--- src/rtl/custom_rr_arbiter.sv ---
// custom_rr_arbiter: round-robin arbiter sharing one custom::struct1 channel
// among NUM_REQ valid/ready requesters, with a one-entry registered output
// stage tagged with the winner's index.
// Optional feature: define ARB_LOCK_EN to honour req_lock. A locked requester
// keeps the grant for up to MAX_HOLD consecutive beats before rotation is forced.

package custom;

    // Generic 8-bit beat payload carried through the arbiter
    typedef struct packed {
        logic [1:0] field;
        logic [5:0] tag;
    } struct1;

    typedef enum logic [1:0] {
        ARB_IDLE   = 2'd0,
        ARB_BUSY   = 2'd1,
        ARB_LOCKED = 2'd2
    } arb_state_e;

endpackage

module custom_rr_arbiter #(
    parameter int unsigned NUM_REQ  = 4,
    parameter int unsigned MAX_HOLD = 7
) (
    input  logic                         clk,
    input  logic                         rst_n,
    input  logic [NUM_REQ-1:0]           req_valid,
    input  custom::struct1 [NUM_REQ-1:0] req_data,
    input  logic [NUM_REQ-1:0]           req_lock,
    output logic [NUM_REQ-1:0]           req_ready,
    output logic                         out_valid,
    output custom::struct1               out_data,
    output logic [$clog2(NUM_REQ)-1:0]   out_id,
    input  logic                         out_ready,
    output custom::arb_state_e           arb_state,
    output logic [7:0]                   grant_count
);

    localparam int unsigned ID_W  = $clog2(NUM_REQ);
    localparam int unsigned SUM_W = ID_W + 1;

    localparam logic [1:0] ST_IDLE   = 2'd0;
    localparam logic [1:0] ST_BUSY   = 2'd1;
`ifdef ARB_LOCK_EN
    localparam logic [1:0] ST_LOCKED = 2'd2;
    localparam logic [8:0] HOLD_LIM  = 9'(MAX_HOLD);
`endif

    logic                 out_valid_q, out_valid_d;
    custom::struct1       out_data_q,  out_data_d;
    logic [ID_W-1:0]      out_id_q,    out_id_d;
    logic [ID_W-1:0]      ptr_q,       ptr_d;
    logic [7:0]           cnt_q,       cnt_d;
    logic [1:0]           state_q,     state_d;
`ifdef ARB_LOCK_EN
    logic [7:0]           hold_q,      hold_d;
    logic [ID_W-1:0]      lock_id_q,   lock_id_d;
    logic [8:0]           hold_inc;
`else
    logic                 unused_lock;
    localparam int unsigned unused_max_hold = MAX_HOLD;
    assign unused_lock = ^req_lock;
`endif

    logic                 acc;
    logic                 win_found;
    logic [ID_W-1:0]      win_id;
    logic [SUM_W-1:0]     search_sum;
    logic [ID_W-1:0]      search_idx;
    logic                 grant;

    assign acc = !out_valid_q || out_ready;

    // Winner search: first valid index after ptr, or only lock_id while locked
    always_comb begin
        win_found  = 1'b0;
        win_id     = '0;
        search_sum = '0;
        search_idx = '0;
        for (int unsigned k = 1; k <= NUM_REQ; k++) begin
            search_sum = {1'b0, ptr_q} + SUM_W'(k);
            if (search_sum >= SUM_W'(NUM_REQ)) begin
                search_sum = search_sum - SUM_W'(NUM_REQ);
            end
            search_idx = search_sum[ID_W-1:0];
            if (!win_found && req_valid[search_idx]) begin
                win_found = 1'b1;
                win_id    = search_idx;
            end
        end
`ifdef ARB_LOCK_EN
        if (state_q == ST_LOCKED) begin
            win_found = req_valid[lock_id_q];
            win_id    = lock_id_q;
        end
`endif
    end

    assign grant     = win_found && acc;
    assign req_ready = grant ? (NUM_REQ'(1) << win_id) : '0;

    // Next-state: output stage load/drain, pointer, counter and FSM
    always_comb begin
        out_valid_d = out_valid_q;
        out_data_d  = out_data_q;
        out_id_d    = out_id_q;
        ptr_d       = ptr_q;
        cnt_d       = cnt_q;
        state_d     = state_q;
`ifdef ARB_LOCK_EN
        hold_d      = hold_q;
        lock_id_d   = lock_id_q;
        hold_inc    = {1'b0, hold_q} + 9'd1;
`endif
        if (grant) begin
            out_valid_d = 1'b1;
            out_data_d  = req_data[win_id];
            out_id_d    = win_id;
            ptr_d       = win_id;
            if (cnt_q != 8'hFF) begin
                cnt_d = cnt_q + 8'd1;
            end
            state_d = ST_BUSY;
`ifdef ARB_LOCK_EN
            if (state_q == ST_LOCKED) begin
                // Stay locked only while requested and under the hold limit
                if (req_lock[win_id] && (hold_inc < HOLD_LIM)) begin
                    state_d = ST_LOCKED;
                    hold_d  = hold_inc[7:0];
                end else begin
                    hold_d  = '0;
                end
            end else if (req_lock[win_id] && (9'd1 < HOLD_LIM)) begin
                // Entry grant is the first of the locked run
                state_d   = ST_LOCKED;
                lock_id_d = win_id;
                hold_d    = 8'd1;
            end
`endif
        end else if (out_valid_q && out_ready) begin
            out_valid_d = 1'b0;
            if (state_q == ST_BUSY) begin
                state_d = ST_IDLE;
            end
        end
    end

    // State registers
    always_ff @(posedge clk or negedge rst_n) begin
        if (!rst_n) begin
            out_valid_q <= 1'b0;
            out_data_q  <= '0;
            out_id_q    <= '0;
            ptr_q       <= ID_W'(NUM_REQ - 1);
            cnt_q       <= '0;
            state_q     <= ST_IDLE;
`ifdef ARB_LOCK_EN
            hold_q      <= '0;
            lock_id_q   <= '0;
`endif
        end else begin
            out_valid_q <= out_valid_d;
            out_data_q  <= out_data_d;
            out_id_q    <= out_id_d;
            ptr_q       <= ptr_d;
            cnt_q       <= cnt_d;
            state_q     <= state_d;
`ifdef ARB_LOCK_EN
            hold_q      <= hold_d;
            lock_id_q   <= lock_id_d;
`endif
        end
    end

    assign out_valid   = out_valid_q;
    assign out_data    = out_data_q;
    assign out_id      = out_id_q;
    assign arb_state   = custom::arb_state_e'(state_q);
    assign grant_count = cnt_q;

endmodule

--- config.mk ---
export PLATFORM = sky130hd
export DESIGN_NAME = custom_rr_arbiter
export DESIGN_NICKNAME = d
export VERILOG_FILES = /design/src/rtl/custom_rr_arbiter.sv
export SDC_FILE = /design/constraint.sdc
export NUM_CORES = 1
export LEC_CHECK = 0
export ABC_AREA = 1
export CORE_MARGIN = 2
export CORE_UTILIZATION = 43
export DETAILED_ROUTE_END_ITERATION = 16
export PLACE_DENSITY = 0.81
export REMOVE_ABC_BUFFERS = 1
export SLEW_MARGIN = 20
export SYNTH_ARGS = -nofsm -noshare
export SYNTH_HDL_FRONTEND = slang
export SYNTH_SLANG_ARGS = --single-unit
export TNS_END_PERCENT = 1
--- constraint.sdc ---
create_clock -name clk -period 2.9 [get_ports clk]
set_input_delay 0.435 -clock clk [delete_from_list [all_inputs] [get_ports clk]]
set_output_delay 0.435 -clock clk [all_outputs]
set_load 0.02 [all_outputs]
== Word level (Yosys, flattened, before mapping) ==
Cells that the tools add are included.
Cells by class
  mux-type cells: 28
  equality and inequality tests: 2
  $lt $le $gt $ge: 9
  shifts and indexed selects: 1
  add/subtract/negate cells: 9
  reduce and logical (&&, ||, !) cells: 14
Operators by type and width (count)
  $mux W2: 11
  $bmux W8 S2: 1
  $lt A2 B3 Y1 const B: 5
  $ge A3 B3 Y1 const B: 4
  $mux W1: 10
  $add A8 B1 Y8 const B: 1
  $bmux W1 S2: 4
  $mux W8: 1
  $ne A8 B8 Y1 const B: 1
  $sub A2 B1 Y2 const B: 4
  $add A2 B2 Y3 const B: 2
  $logic_and A1 B1 Y1: 5
  $logic_not A1 Y1: 4
  $mux W4: 1
  $reduce_and A2 Y1: 2
  $reduce_bool A2 Y1: 2
  $shl A1 B2 Y4 const A: 1
  $add A2 B1 Y3 const B: 1
  $add A2 B3 Y3 const B: 1
  $eq A2 B1 Y1 const B: 1
  $logic_or A1 B1 Y1: 1
Storage, ports and cells
  logic and storage cells: 70
  flip-flop bits (word level): 23
  output and inout bits: 25
  bits of input ports: 43

== Longest topological paths before layout ==
  depth after elaboration: 18
  depth in mapped cells: 18
  depth with buffers taken out: 15

== Worst setup path after synthesis ==
Ideal clock, no wire load.
  path kind: register to output
  from: reg ptr_q[0]
  to: out req_ready[3]
  data required time: 2465 ps
  arrival: 1984 ps
  cell stages (with the launch flop): 15
  path slack: 481 ps
  path buffers: 2
  path through: dfstp_2 buf_6 inv_4 buf_8 nand2_1 nand2_2 nand2_2 nand2_2 inv_1 nand2_2 nor2_2 nand2_4 nand2_4 inv_1 nor3_1
On the way
  cells in the longest elaborated chain, start to end: 17
  elaborated cells between the ends (all ways): 41
  those cells by class: 8 x add/sub; 4 x order compare; 1 x shift; 21 x mux; 7 x reduce/logical
RTL lines
  start, declared: RTL line 54  | logic [ID_W-1:0] ptr_q, ptr_d;
  start signal, assigned: RTL line 156  | ptr_q <= ID_W'(NUM_REQ - 1);
  start signal, assigned: RTL line 167  | ptr_q <= ptr_d;
  $add A2 B1 Y3: RTL line 83  | search_sum = {1'b0, ptr_q} + SUM_W'(k);
  $ge A3 B3 Y1 / $sub A2 B1 Y2 (equally long branches): RTL line 84, 85
  $mux W2: RTL line 84  | if (search_sum >= SUM_W'(NUM_REQ)) begin
  $bmux W1 S2: RTL line 88  | if (!win_found && req_valid[search_idx]) begin
  $mux W1 (not written as such): RTL line 88
  $mux W1: RTL line 88
  $logic_not A1 Y1: RTL line 88
  $logic_and A1 B1 Y1: RTL line 88
  $mux W1: RTL line 88
  $logic_not A1 Y1: RTL line 88
  $logic_and A1 B1 Y1: RTL line 88
  $mux W1: RTL line 88
  $logic_not A1 Y1: RTL line 88
  $logic_and A1 B1 Y1: RTL line 88
  $mux W2 / $mux W1 (equally long branches): RTL line 88
  $shl A1 B2 Y4 / $logic_and A1 B1 Y1 (equally long branches): RTL line 102, 101
  $mux W4 (*): RTL line 102  | assign req_ready = grant ? (NUM_REQ'(1) << win_id) : '0;
  end, declared: RTL line 32  | output logic [NUM_REQ-1:0] req_ready,
Every way passes the cells marked *; elsewhere a longest branch is shown, timed or not. The select of a mux whose other input is x is not followed.

== Worst setup path in the final report ==
  from: reg ptr_q[0]
  to: out req_ready[1]
Same word-level chain as after synthesis.

==> impl_metrics.yaml <==
global_route:
  grt_pass1_vias: 1552
  grt_max_degree: 23
  antenna_found_initial: 0
  grt_remaining_overflow: 0
  track_usage_pct: 19.5
  grt_pass1_wl_mm: 6.65
critical_path:
  path_common_cell: "nand2_2"
  endpoint_kind: "output pin"
  critical_path.max_stage_delay_ps: 640
  cp.arrival_ps: 2290
  critPathTopFamily: "simple AND/OR/NAND/NOR gates"
  cp-start-kind: "flop"
  cp_max_fo: 11
  path_buf_inv: 4
  worstPathCellList: "inv_4 > nand2_1 > nand2_1 > nand2_2 > nand2_2 > inv_1 > nand2_2 > nor2_2 > nand2_4 > nand2_4 > inv_1 > nor2_1 > dlygate4sd2_1"
  path_depth: 13
  critical_path_required_ps: 2470
  timing_worst_setup_path_type: "flop to output pin"
  cp_slowest_cell: "dfstp_2"
  rr_worst_depth: 12
floorplan:
  start_util_pct: 44.5
  die_area_um2: 4300
  design.core.area_um2: 3660
  die_w_um: 65.6
  ios: 68
  num_rows: 22
  die_h_um: 65.6
clocking:
  clk_pin_slew_worst_paths_ps: 80
  clk_latency_ps: 270
  cts_root_buffer: "clkbuf_8"
  clock_sinks: 22
  clk_path_buf_depth: 2
  cts_made_buffers: 3
  postCtsHoldBufs: 0
  cts_tree: "built"
  ctsHtreeMaxLevel: 1
route:
  drt_pass1_iterations: 4
  drt-initial-drc-count: 55
  drt-total-wl_mm: 3.75
  viasPerCell: 4.64
  route.detailed.drc: 0
  avgRoutedWirePerCell_um: 10.7
  antenna_left: 0
  num_vias: 1625
layout:
  antenna_cells: 0
  num-nets-final: 347
  final_util_pct: 65.4
  drive_above_1_share_pct: 16.9
  area_growth_pct: 46.9
  final_area_um2: 2390
sta:
  finalCritPeriodShare_pct: 93.9
  setup_viol_count_final: 0
  maxSlewHeadroom_pct: 37.8
  tightestPinTransition_ps: 930
  rsz0062_at_grt: "no"
  fin_skew_ps: 1.68
  timing.setup.tns_ps: 0
  hold_viol_final: 0
  max_freq_mhz: 367
  hold-worst-slack_ps: 486
  slew_viol_final: 0
  fin_crit_ps: 2720
placed_design:
  dpl_cell_area_um2: 2340
  routabilityCongestion: 0.798
  io_buffers: 62
  hpwl_mm: 3.03
synthesis:
  ys.flop_type: "dfrtp_1"
  netlist.area_leader.share_pct: 30.7
  synth_seq_cells: 22
  synth_seq_area_share_pct: 33.9
  synth_cells: 230
  synth_area_um2: 1630
  synth-edff-count: 0
  synth_cell_types: 30
  yosysWarnings: 0
  synth_common_cells: "nand2_1, inv_1, nand3_1, dfrtp_1, nand2_2"
  synthArstFlopShare_pct: 100
  syn_avg_cell_area_um2: 7.09
  synth_top_cell_by_area: "dfrtp_1"
  synth.area.top_cells: "dfrtp_1, nand2_1, nand3_1, inv_1, nand2_2"
  synth_most_common_cell: "nand2_1"
hold_path:
  hp-class: "flop to flop"
  holdPathStages: 2
power_and_ir_drop:
  power_switching_mw: 1.64
  power_density_nw_per_um2: 1390
  clockPowerShare_pct: 8.7
  vdd_drop_max_mv: 0.710
  p_comb_share_pct: 72.3
  p_int_mw: 1.68
  switching_share_pct: 49.3
  fin_total_pwr_mw: 3.32
  p_seq_share_pct: 19.0
  p_leak_nw: 1.23
job:
  max-cap-violations: 0
run_status:
  status: "complete, no violations"
path summary, 6_finish.rpt:
kind	slack [ps]	start	to
setup / recovery	180	ptr_q[0]	req_ready[1]
hold / removal	490	out_data[4]	out_data[4]
setup reg to reg	670	ptr_q[0]	grant_count[7]
hold reg to reg	490	out_data[4]	out_data[4]
max in group asynchronous	1650	rst_n	grant_count[2]
min in group asynchronous	690	rst_n	grant_count[3]
layout by cell type (no fill, tap or decap), drive strengths merged:
master / count
nand2: 85
clkdlybuf4s50: 58
inv: 40
nand3: 34
dfrtp: 20
nor2: 17
buf: 12
xor2: 5
clkbuf: 5
o211ai: 4
or2: 4
nor3: 4
a21oi: 2
mux2: 2
xnor2: 2
dlygate4sd2: 2
dfstp: 2
a31oi: 1
ha: 1
conb: 1
bufinv: 1
worst register-to-register path: stages, from the launching register on:
cell	delay [ps]
dfstp_2	640
inv_4	110
nand2_1	80
nand2_1	90
nand2_2	90
nand2_2	80
nor2_4	130
nand3_4	110
nand2_4	140
inv_8	30
buf_4	160
nand2_4	110
mux2_2	340
cells by family (layout without fill, tap and decap cells):
group,Yosys count,in the layout,synth area share (%)
xor gates and xnor gates,7,7,3.76
DFF,22,22,33.9
muxes,2,2,1.38
adders and majority gates,1,1,0.767
and+or+nand+nor,144,144,43.3
buffers and inverters,46,118,13.8
AOI/OAI and AO/OA,7,7,2.84
other,1,1,0.230
final cells by class:
type	instances	area, um2
Sequential cell	22	553
Fill cell	333	1270
Clock inverter	1	30.0
Multi-Input combinational cell	162	852
Clock buffer	3	41.3
Tap cell	48	60.1
Timing Repair Buffer	74	698
Inverter	40	160
power by group through the flow:
stage                     clock (mW)  combinational (mW)  sequential [mW]
final                          0.288                2.40            0.631
after global routing           0.303                2.68            0.656
after CTS                      0.288                2.42            0.633
after detailed placement           0                2.45            0.634
after global placement             0                2.40            0.632
after floorplan                    0                1.35            0.774
routing by layer:
layer / track usage, % / wire length [um] / vias to the layer above
met5: 0 / 0 / -
met4: 6.25 / 51 / 0
met3: 3.42 / 246 / 4
met2: 35.2 / 1820 / 47
met1: 23.3 / 1630 / 727
li1: - / - / 847
what timing repair did:
action	4_1_cts	5_1_grt
resized for setup	4	5
pin swaps	0	0
buffers inserted	0	0
gates cloned	0	0
setup endpoints to repair	4	2
sequential cells by signal (all words and copies together), names as in the netlist:
| signal | flops |
|---|---|
| out_valid | 1 |
| out_data | 8 |
| out_id | 2 |
| grant_count | 8 |
| ptr_q | 2 |
| arb_state | 1 |
per-stage QoR:
step                      std cells  worst slack [ps]
final                           350               176
after global routing            350              12.1
after global placement          346             -3.16
after CTS                       350              89.7
after detailed placement        346             -61.0
after floorplan                 224               433
(Power assumes the default switching activity.)
